[src/rtl/ext_pipe_pkg.sv]
// Shared definitions for the extension unit: mode codes, address-width
// derivation and the misalignment rule used by the datapath.
package ext_pipe_pkg;

  typedef enum logic [2:0] {
    EXT_ZERO = 3'd0,
    EXT_SIGN = 3'd1,
    EXT_LUI  = 3'd2,
    EXT_LB   = 3'd3,
    EXT_LBU  = 3'd4,
    EXT_LH   = 3'd5,
    EXT_LHU  = 3'd6,
    EXT_LW   = 3'd7
  } ext_mode_e;

  // Byte-offset width for a memory word of dw bits.
  function automatic int ext_aw(input int dw);
    return $clog2(dw / 8);
  endfunction

  // Halfword loads need an even offset, word loads a multiple of four.
  // Immediate and byte modes can never be misaligned.
  function automatic logic is_misaligned(input logic [2:0] mode, input logic [1:0] lo);
    logic bad;
    bad = 1'b0;
    if ((mode == EXT_LH || mode == EXT_LHU) && lo[0])
      bad = 1'b1;
    if (mode == EXT_LW && lo != 2'b00)
      bad = 1'b1;
    return bad;
  endfunction

endpackage

[src/rtl/ext_pipe_core.sv]
// Combinational extension datapath: mode decode, byte-lane selection,
// zero/sign extension and misalignment detection.
module ext_core
  import ext_pipe_pkg::*;
#(
  parameter int DATA_WIDTH = 32,
  parameter int IMM_WIDTH  = 16,
  parameter bit BIG_ENDIAN = 1'b0,
  localparam int AW = ext_aw(DATA_WIDTH)
) (
  input  logic [2:0]            mode,
  input  logic [DATA_WIDTH-1:0] data,
  input  logic [AW-1:0]         addr_lo,
  output logic [DATA_WIDTH-1:0] result,
  output logic                  err
);

  localparam int NB = DATA_WIDTH / 8;
  localparam int NH = DATA_WIDTH / 16;
  localparam int NW = DATA_WIDTH / 32;

  logic [IMM_WIDTH-1:0]  imm;
  logic [DATA_WIDTH-1:0] lui_wide;
  logic [31:0]           lui32;
  logic [7:0]            lane_b;
  logic [15:0]           lane_h;
  logic [31:0]           lane_w;
  int                    byte_i;
  int                    half_i;
  int                    word_i;

  // Pick the addressed lanes, extend according to the mode and force the
  // result to zero whenever the access is misaligned.
  always_comb begin
    imm      = data[IMM_WIDTH-1:0];
    lui_wide = DATA_WIDTH'(imm) << 16;
    lui32    = lui_wide[31:0];
    byte_i   = int'(addr_lo);
    half_i   = byte_i >> 1;
    word_i   = byte_i >> 2;
    if (BIG_ENDIAN) begin
      byte_i = NB - 1 - byte_i;
      half_i = NH - 1 - half_i;
      word_i = NW - 1 - word_i;
    end
    lane_b = data[8*byte_i +: 8];
    lane_h = data[16*half_i +: 16];
    lane_w = data[32*word_i +: 32];
    err    = is_misaligned(mode, addr_lo[1:0]);
    result = '0;
    case (mode)
      EXT_ZERO: result = DATA_WIDTH'(imm);
      EXT_SIGN: result = DATA_WIDTH'($signed(imm));
      EXT_LUI:  result = DATA_WIDTH'($signed(lui32));
      EXT_LB:   result = DATA_WIDTH'($signed(lane_b));
      EXT_LBU:  result = DATA_WIDTH'(lane_b);
      EXT_LH:   result = DATA_WIDTH'($signed(lane_h));
      EXT_LHU:  result = DATA_WIDTH'(lane_h);
      EXT_LW:   result = DATA_WIDTH'($signed(lane_w));
      default:  result = '0;
    endcase
    if (err)
      result = '0;
  end

endmodule

[src/rtl/ext_pipe.sv]
// Registered extension unit: one ext_core in front of an output register
// plus a one-entry skid register so in_ready never depends on out_ready
// combinationally while still sustaining one result per cycle.
module ext_pipe
  import ext_pipe_pkg::*;
#(
  parameter int DATA_WIDTH = 32,
  parameter int IMM_WIDTH  = 16,
  parameter bit BIG_ENDIAN = 1'b0,
  localparam int AW = ext_aw(DATA_WIDTH)
) (
  input  logic                  clk,
  input  logic                  reset,
  input  logic                  in_valid,
  output logic                  in_ready,
  input  logic [2:0]            in_mode,
  input  logic [DATA_WIDTH-1:0] in_data,
  input  logic [AW-1:0]         in_addr_lo,
  output logic                  out_valid,
  input  logic                  out_ready,
  output logic [DATA_WIDTH-1:0] out_data,
  output logic                  out_err
);

  logic [DATA_WIDTH-1:0] core_data;
  logic                  core_err;

  logic                  or_valid;
  logic [DATA_WIDTH-1:0] or_data;
  logic                  or_err;
  logic                  sk_valid;
  logic [DATA_WIDTH-1:0] sk_data;
  logic                  sk_err;
  logic                  ready_q;

  logic take_in;
  logic take_out;
  logic or_load_in;
  logic or_load_sk;
  logic sk_load;
  logic or_valid_nxt;
  logic sk_valid_nxt;

  ext_core #(
    .DATA_WIDTH (DATA_WIDTH),
    .IMM_WIDTH  (IMM_WIDTH),
    .BIG_ENDIAN (BIG_ENDIAN)
  ) u_core (
    .mode    (in_mode),
    .data    (in_data),
    .addr_lo (in_addr_lo),
    .result  (core_data),
    .err     (core_err)
  );

  assign in_ready  = ready_q;
  assign out_valid = or_valid;
  assign out_data  = or_data;
  assign out_err   = or_err;

  // Decide where this cycle's data goes: a full skid drains into OR first,
  // otherwise new results land in OR when it frees up, else in the skid.
  always_comb begin
    take_in      = in_valid && ready_q;
    take_out     = or_valid && out_ready;
    or_load_in   = 1'b0;
    or_load_sk   = 1'b0;
    sk_load      = 1'b0;
    or_valid_nxt = or_valid;
    sk_valid_nxt = sk_valid;
    if (sk_valid) begin
      if (take_out) begin
        or_load_sk   = 1'b1;
        sk_valid_nxt = 1'b0;
      end
    end else if (!or_valid || take_out) begin
      or_valid_nxt = take_in;
      or_load_in   = take_in;
    end else if (take_in) begin
      sk_load      = 1'b1;
      sk_valid_nxt = 1'b1;
    end
  end

  // Output and skid registers; in_ready is held low through reset and
  // follows the next skid occupancy afterwards.
  always_ff @(posedge clk or posedge reset) begin
    if (reset) begin
      or_valid <= 1'b0;
      or_data  <= '0;
      or_err   <= 1'b0;
      sk_valid <= 1'b0;
      sk_data  <= '0;
      sk_err   <= 1'b0;
      ready_q  <= 1'b0;
    end else begin
      or_valid <= or_valid_nxt;
      sk_valid <= sk_valid_nxt;
      ready_q  <= !sk_valid_nxt;
      if (or_load_in) begin
        or_data <= core_data;
        or_err  <= core_err;
      end else if (or_load_sk) begin
        or_data <= sk_data;
        or_err  <= sk_err;
      end
      if (sk_load) begin
        sk_data <= core_data;
        sk_err  <= core_err;
      end
    end
  end

endmodule

[config.mk]
export PLATFORM = sky130hd
export DESIGN_NAME = ext_pipe
export DESIGN_NICKNAME = d
export VERILOG_FILES = /design/src/rtl/ext_pipe_pkg.sv /design/src/rtl/ext_pipe_core.sv /design/src/rtl/ext_pipe.sv
export SDC_FILE = /design/constraint.sdc
export NUM_CORES = 1
export LEC_CHECK = 0
export BUFFER_PORTS_ARGS = -buffer_cell sky130_fd_sc_hd__buf_2
export CAP_MARGIN = 10
export CORE_MARGIN = 2
export CORE_UTILIZATION = 30
export DETAILED_ROUTE_END_ITERATION = 8
export GPL_TIMING_DRIVEN = 0
export RECOVER_POWER = 50
export SLEW_MARGIN = 20
export SYNTH_ARGS = -nofsm -noshare
export SYNTH_HDL_FRONTEND = slang
export SYNTH_SLANG_ARGS = --single-unit
[constraint.sdc]
create_clock -name clk -period 7.1 [get_ports clk]
set_input_delay 1.775 -clock clk [delete_from_list [all_inputs] [get_ports clk]]
set_output_delay 1.775 -clock clk [all_outputs]
set_load 0.05 [all_outputs]
# --- Yosys cells after proc, flatten, opt, wreduce, memory -nomap -nowiden ---
# Cells that the tools add are included.
classes:
  n_addsub: 0
  multipliers: 0
  n_div: 0
  n_lt_le_gt_ge: 0
  n_eq_ne: 7
  n_shift: 2
  muxes: 17
  n_bitwise: 1
  reduce_logical: 12
ops:
  columns: ["cell", "count"]
  rows:
  - ["case mux 32 bit (8 select lines)", 1]
  - ["2-to-1 mux 32 bit", 3]
  - ["variable part select 32 x 6 -> 16 bit", 1]
  - ["variable part select 32 x 6 -> 8 bit", 1]
  - ["2-to-1 mux 1 bit", 13]
  - ["== test 3 bit (second input constant)", 4]
  - ["== test 3 x 2 -> 1 bit (second input constant)", 2]
  - ["logical AND 1 bit", 4]
  - ["nonzero test 2 bit", 2]
  - ["== test 3 x 1 -> 1 bit (second input constant)", 1]
  - ["zero test 3 bit", 1]
  - ["zero test 1 bit", 2]
  - ["logical OR 1 bit", 2]
  - ["AND reduction 2 bit", 1]
  - ["inverter 1 bit", 1]
word_totals:
  ff_bits: 69
  latchBits: 0
  mem_bits_rw: 0
  romBits: 0
  input_bits: 41
  out_inout_bits: 35
  word_cells: 46
  memories: 0

# --- Logic depth before layout (Yosys ltp) ---
# Gate-level depths: netlist of the first run.
depth:
  ltp_word: 7
  ltp_mapped: 8
  ltp_nobuf: 5

# --- Modules after synthesis ---
# Synthesis of the first run repeated with hierarchy kept, for this count alone.
unflattened:
  hier_cells: 476
  hier_area_um2: 4591.9
modules_own_cells:
  columns: ["module", "instances", "cells_per_inst", "area_each_um2"]
  rows:
  - ["ext_pipe", 1, 267, 3258.1]
  - ["ext_core", 1, 209, 1333.8]

# --- Worst setup path before layout of the first run ---
# Ideal clock, no wire load.
synth_path:
  kind: "input -> register"
  from: "input in_mode[1]"
  to: "register sk_data[5]"
  setup_time_ns: 0.135
  arrival_ns: 3.125
  slack_ns: 3.840
  cell_stages: 8
  n_path_buf: 3
  cell_sequence: "buf_6 > xor2_2 > and2_4 > buf_6 > or3_1 > buf_6 > a221oi_2 > o31ai_1"
synth_via:
  elab_chain_cells: 6
synth_lines:
  columns: ["item", "line_no", "rtl"]
  rows:
  - ["start, declared", "ext_pipe.sv:16", "input logic [2:0] in_mode,"]
  - ["== test 3 bit", "ext_pipe_pkg.sv:26, ext_pipe_core.sv:51", null]
  - ["logical OR 1 bit", "ext_pipe_pkg.sv:26", "if ((mode == EXT_LH || mode == EXT_LHU) && lo[0])"]
  - ["logical AND 1 bit", "ext_pipe_pkg.sv:26", null]
  - ["2-to-1 mux 1 bit", "ext_pipe_pkg.sv:26", null]
  - ["2-to-1 mux 1 bit", "ext_pipe_pkg.sv:28", "if (mode == EXT_LW && lo != 2'b00)"]
  - ["2-to-1 mux 32 bit (*)", "ext_pipe_core.sv:62", "if (err)"]
  - ["end signal, assigned", "ext_pipe.sv:108", "sk_data <= core_data;"]
  - ["end, declared", "ext_pipe.sv:32", "logic [DATA_WIDTH-1:0] sk_data;"]
# Every way passes the cells marked *; elsewhere a longest branch is shown, timed or not.
# A chain may end at the register's enable or synchronous reset.

==> results of run 1 <==
-- per-layer routing --
layer	vias to the layer above	GRT usage	routed length, um
met5	-	0	0
met2	144	0.278	5880
met1	1813	0.246	5590
met3	14	0.0577	842
li1	1725	-	-
met4	0	0.0557	223
-- cell type report --
cell class / instances / area, um2
Fill cell: 1330 / 7890
Multi-Input combinational cell: 309 / 1960
Sequential cell: 69 / 1730
Timing Repair Buffer: 74 / 350
Clock buffer: 9 / 225
Tap cell: 172 / 215
Buffer: 36 / 173
Clock inverter: 6 / 63.8
Inverter: 4 / 16.3
-- logic make-up (layout without fill, tap and decap cells) --
| logic type | Yosys count | in the layout |
|---|---|---|
| xor+xnor | 1 | 1 |
| buf+inv | 40 | 129 |
| compound gates | 153 | 153 |
| flops | 69 | 69 |
| simple gates | 122 | 122 |
| mux | 33 | 33 |
-- cell usage in the layout, fill, tap and decap left out, types with 11 or more instances in the layout --
master / count
a21oi_1: 29
clkbuf_1: 35
o21ai_0: 31
buf_2: 69
dfrtp_1: 69
nor2_1: 11
mux2i_1: 22
mux2_2: 11
o31ai_1: 15
a22o_1: 21
nand2_1: 82
o22ai_1: 16
-- power by group through the flow --
stage	sequential, mW	clock [mW]	combinational [mW]
after floorplan	0.983	0	0.341
after global routing	0.694	0.472	0.947
final	0.671	0.445	0.879
after detailed placement	0.677	0	0.889
after global placement	0.670	0	0.871
after CTS	0.670	0.451	0.894
-- flip-flops by register name, indices dropped and copies added (netlist names) --
signal,flops
out_valid,1
sk_err,1
out_data,32
sk_valid,1
sk_data,32
out_err,1
in_ready,1
-- worst max-delay path by stage --
stage               startpoint          end  slack, ps
floorplan                reset     in_ready       3590
detailed placement  in_mode[2]  sk_data[10]       3460
global placement         reset  sk_data[11]       2740
CTS                 in_mode[0]  out_data[7]       3810
global route             reset  sk_data[13]       2430
finish                   reset  sk_data[13]       2970
-- stage by stage --
stage	util	total power [mW]	setup slack, ps	area, um2	cells
final	0.375	2.00	2970	4730	679
after global routing	0.375	2.11	2430	4730	679
after detailed placement	0.355	1.57	3460	4480	664
after CTS	0.378	2.02	3810	4770	679
after global placement	0.353	1.54	2740	4460	663
after floorplan	-	1.32	3590	3870	418
-- worst reg2reg max path: cells and delay by family (launching register included) --
family	cells	cell delay, ps
buffers and inverters	2	1100
flip-flops	1	440
AND/OR/NAND/NOR	4	420
AO/OA/AOI/OAI	1	110
==> impl_metrics.json, run 1 <==
{
  "status": "finished, violations left",
  "violations": "max-capacitance violations, max-slew violations",
  "r2r-start": "out_valid",
  "worstHoldPathCells": 2,
  "crit_path_start_kind": "input port",
  "finClkSkew_ps": 10.9,
  "synth-adder-area-share": 0,
  "crit_type": "input port to asynchronous set/reset pin",
  "max_clock_freq_mhz": 242,
  "path_clk_slew_ps": 60,
  "synthMuxAreaShare": 0.0888,
  "ys_seq_elements": 69,
  "clk-insertion-delay-late_ps": 340,
  "end_kind": "asynchronous set/reset pin",
  "worst_slew_pin_slew_ps": 1910,
  "maxCapViolations": 2,
  "cts_root_buf": "clkbuf_16",
  "rsz0062_at_grt": "no",
  "crit_path_cell_trace": "buf_2 > clkinvlp_2 > clkbuf_1",
  "r2r_cells": 7,
  "finalMaxSlewViolations": 72,
  "syn_to_final_growth_pct": 22.1,
  "synth-edff-count": 0,
  "crit_fanout": 36,
  "h-tree-depth": 3,
  "synthFlopType": "dfrtp_1",
  "overflow": 0,
  "finalCritPeriodShare": 0.582,
  "yosys.area_share.xor_xnor": 0.00420,
  "swShare": 0.459,
  "whs_ps": 478,
  "relSlewSlack": -0.273,
  "hold_violations": 0,
  "cts_max_path_buffers": 2,
  "die_y_um": 118,
  "r2r_slack_ps": 4940,
  "start_util": 0.307,
  "cts-hold-fix-buffers": 0,
  "setup_violations": 0,
  "insertedDiodeCount": 0,
  "io_pins": 76,
  "dieArea_mm2": 0.0138,
  "synth_common_cells": "nand2_1, dfrtp_1, o21ai_0",
  "antenna_left": 0,
  "power.share.sequential": 0.336,
  "dpl.hpwl_um": 9090,
  "comb_power_share": 0.441,
  "route.detailed.drc": 0,
  "clkPwrFrac": 0.223,
  "io_buffers": 73,
  "yosysWarnings": 0,
  "synth_compound_area_frac": 0.274,
  "grt_max_degree": 37,
  "postSynthCellCount": 418,
  "netlist_area_mm2": 0.00387,
  "yosysSeqAreaShare": 0.446,
  "final.setup.tns_ps": 0,
  "die_w_um": 118,
  "post_cts_buffers": 0,
  "cts_tree": "built",
  "min_from": "sk_data[25]",
  "p_leak_nw": 2.18,
  "yosysMostFrequentCell": "nand2_1",
  "yosysTopAreaCell": "dfrtp_1",
  "hp-class": "flip-flop to flip-flop",
  "rr_endpoint": "out_data[15]",
  "via_per_inst": 5.44,
  "antenna_found_initial": 0,
  "synth_top_family_by_area": "compound AO/OA/AOI/OAI gates",
  "clock_sinks": 69,
  "routed-via-count": 3696,
  "num_rows": 41,
  "core_mm2": 0.0126,
  "min_period_ps": 4130,
  "slowest_stage": "clkbuf_1",
  "async_flop_share": 1.00,
  "grt_pass1_wl_um": 19700,
  "arrival_ps": 4200,
  "drt_iter0_drc": 390,
  "cp_top_family": "buffers and inverters",
  "synth.top_cells.by_area": "dfrtp_1, nand2_1, mux2i_1",
  "synth_simple_gate_area_frac": 0.139,
  "drive_gt1_frac": 0.223,
  "wl_um": 12500,
  "grt_pass1_vias": 3586,
  "wl_per_cell_um": 18.5,
  "synth_nets": 459,
  "critical-path-max-stage-delay_ps": 1440,
  "netlist.area_leader.share": 0.446,
  "fin_nets": 544,
  "cp.required_ps": 7170,
  "power_density_mw_per_mm2": 422,
  "vdd_drop_max_v": 0.000173,
  "grt_use_total": 0.182,
  "holdPathEnd": "sk_data[25]",
  "cts-buffers-inserted": 9,
  "gp_congestion": 0.956,
  "post_cts_resized": 0,
  "internal_power_mw": 1.08,
  "path_depth": 3,
  "crit_buf_inv": 3,
  "drtPass1Iterations": 6,
  "ys_types": 42,
  "switching_power_mw": 0.917,
  "avgSynthCellArea_um2": 9.27
}
Power figures use the tool's default switching activity.
==> run 2: changes to the inputs <==
==> constraint.sdc (replaced) <==
create_clock -name clk -period 3.5 [get_ports clk]
set_input_delay 0.875 -clock clk [delete_from_list [all_inputs] [get_ports clk]]
set_output_delay 0.875 -clock clk [all_outputs]
set_load 0.05 [all_outputs]
==> run 2 against run 1 <==
  * The run still ends with max-capacitance violations, max-slew violations left
  * Cell count unchanged
  * Power up 100%
  * Sequential cell count unchanged
  * Core utilization about the same
  * Combinational power up 100%
  * Via count down 0.27%
  * First-iteration DRC count unchanged
  * Cell area about the same
  * Largest cell class unchanged
  * Highest routed layer unchanged
==> impl_metrics.json, run 2 (synthesis gave the netlist of run 1 again) <==
{
  "status": "finished, violations left",
  "violations": "max-capacitance violations, max-slew violations",
  "io_pins": 76,
  "power_density_mw_per_mm2": 856,
  "maxCapViolations": 1,
  "final_cell_count_no_fill": 679,
  "internal_power_mw": 2.19,
  "layout_common_cells": "nand2_1, buf_2, dfrtp_1",
  "worst_slew_pin_slew_ps": 1510,
  "r2r_cells": 7,
  "crit_path_start_kind": "input port",
  "post_cts_resized": 0,
  "max_clock_freq_mhz": 412,
  "grt_max_degree": 37,
  "dpl_cell_area_mm2": 0.00448,
  "fill_cells": 1330,
  "cts_max_path_buffers": 2,
  "pre_cts_ws_ps": 764,
  "critical-path-max-stage-delay_ps": 560,
  "num_rows": 41,
  "post_cts_buffers": 0,
  "cp_top_family": "buffers and inverters",
  "final.setup.tns_ps": 0,
  "crit_fanout": 10,
  "dieArea_mm2": 0.0138,
  "hold_violations": 0,
  "fin_ws_ps": 1070,
  "relSlewSlack": -0.0126,
  "fin_area_mm2": 0.00473,
  "critPathMostFrequentCell": "nand2_1",
  "grt_pass1_vias": 3586,
  "syn_to_final_growth_pct": 22.1,
  "drt_iter0_drc": 390,
  "p_leak_nw": 2.18,
  "swShare": 0.459,
  "wl_um": 12500,
  "start_util": 0.307,
  "hp-class": "flip-flop to flip-flop",
  "r2r_slack_ps": 1340,
  "grt_pass1_wl_um": 19700,
  "end_kind": "flip-flop",
  "setup_violations": 0,
  "cp.required_ps": 3730,
  "vdd_drop_max_v": 0.000351,
  "h-tree-depth": 3,
  "gp_congestion": 0.956,
  "arrival_ps": 2660,
  "slowest_stage": "buf_1",
  "path_clk_slew_ps": 60,
  "cts_tree": "built",
  "endpoint": "out_data[15]",
  "clkPwrFrac": 0.223,
  "min_period_ps": 2430,
  "grt_use_total": 0.182,
  "routed-via-count": 3686,
  "fin_nets": 544,
  "crit_start": "out_ready",
  "crit_buf_inv": 3,
  "wl_per_cell_um": 18.5,
  "switching_power_mw": 1.86,
  "cts-hold-fix-buffers": 0,
  "route.detailed.drc": 0,
  "path_depth": 8,
  "die_y_um": 118,
  "comb_power_share": 0.441,
  "p_total_mw": 4.05,
  "whs_ps": 478,
  "clk-insertion-delay-late_ps": 340,
  "r2r-start": "out_valid",
  "crit_path_cell_trace": "clkbuf_1 > and3_1 > clkbuf_1 > buf_1 > nand2_1 > nand2_1 > nand2_1 > o221ai_1",
  "drive_gt1_frac": 0.225,
  "rr_endpoint": "out_data[15]",
  "finalMaxSlewViolations": 35,
  "die_w_um": 118,
  "antenna_left": 0,
  "place_inst": 664,
  "crit_type": "input port to flip-flop",
  "antenna_found_initial": 0,
  "cts-buffers-inserted": 9,
  "overflow": 0,
  "final_core_util": 0.375,
  "final_common_cell": "nand2_1",
  "finalCritPeriodShare": 0.694,
  "core_mm2": 0.0126,
  "via_per_inst": 5.43,
  "clock_sinks": 69,
  "cts_root_buf": "clkbuf_16",
  "rsz0062_at_grt": "no",
  "finClkSkew_ps": 10.4,
  "drtPass1Iterations": 5,
  "dpl.hpwl_um": 9090,
  "insertedDiodeCount": 0,
  "power.share.sequential": 0.336,
  "io_buffers": 73
}
[run 2: cell counts in the layout (fill, tap and decap cells not counted)]
No cell type changed its count.
[run 2: worst min-delay path by stage]
stage          slack [ps]           to  cells after the start   startpoint
3_5_place_dp          470  sk_data[20]                      2  sk_data[20]
2_1_floorplan         450   sk_data[0]                      2   sk_data[0]
4_1_cts               480  sk_data[27]                      2  sk_data[27]
6_report              480  sk_data[25]                      2  sk_data[25]
3_3_place_gp          460   sk_data[5]                      2   sk_data[5]
5_1_grt               500  sk_data[23]                      2  sk_data[23]
[run 2: metal layers]
layer / vias to the layer above / routed length (um) / global-route usage
met5: - / 0 / 0
met4: 0 / 223 / 0.0557
met3: 14 / 885 / 0.0577
met2: 137 / 5900 / 0.278
met1: 1812 / 5540 / 0.246
li1: 1723 / - / -
[run 2: area by class of cell]
cell class | instances | area (um2) | share of cell area
clock buffers | 9 | 225 | 0.0476
repair buffers | 74 | 352 | 0.0743
multi-input cells | 309 | 1960 | 0.414
inverters | 4 | 16.3 | 0.00344
clock inverters | 6 | 63.8 | 0.0135
well taps | 172 | 215 | 0.0455
flip-flops and latches | 69 | 1730 | 0.365
plain buffers | 36 | 173 | 0.0365
[run 2: worst reg2reg max path, cell delays in order, from the launching register on]
cell	delay (ps)
dfrtp_1	440
and3_1	180
clkbuf_1	540
buf_1	560
nand2_1	110
nand2_1	80
nand2_1	50
o221ai_1	110
[run 2: power groups by stage]
stage / registers (mW) / clock network (mW) / logic (mW)
global placement: 1.36 / 0 / 1.77
detailed placement: 1.37 / 0 / 1.80
global route: 1.41 / 0.958 / 1.92
finish: 1.36 / 0.903 / 1.78
floorplan: 1.99 / 0 / 0.691
CTS: 1.36 / 0.915 / 1.81
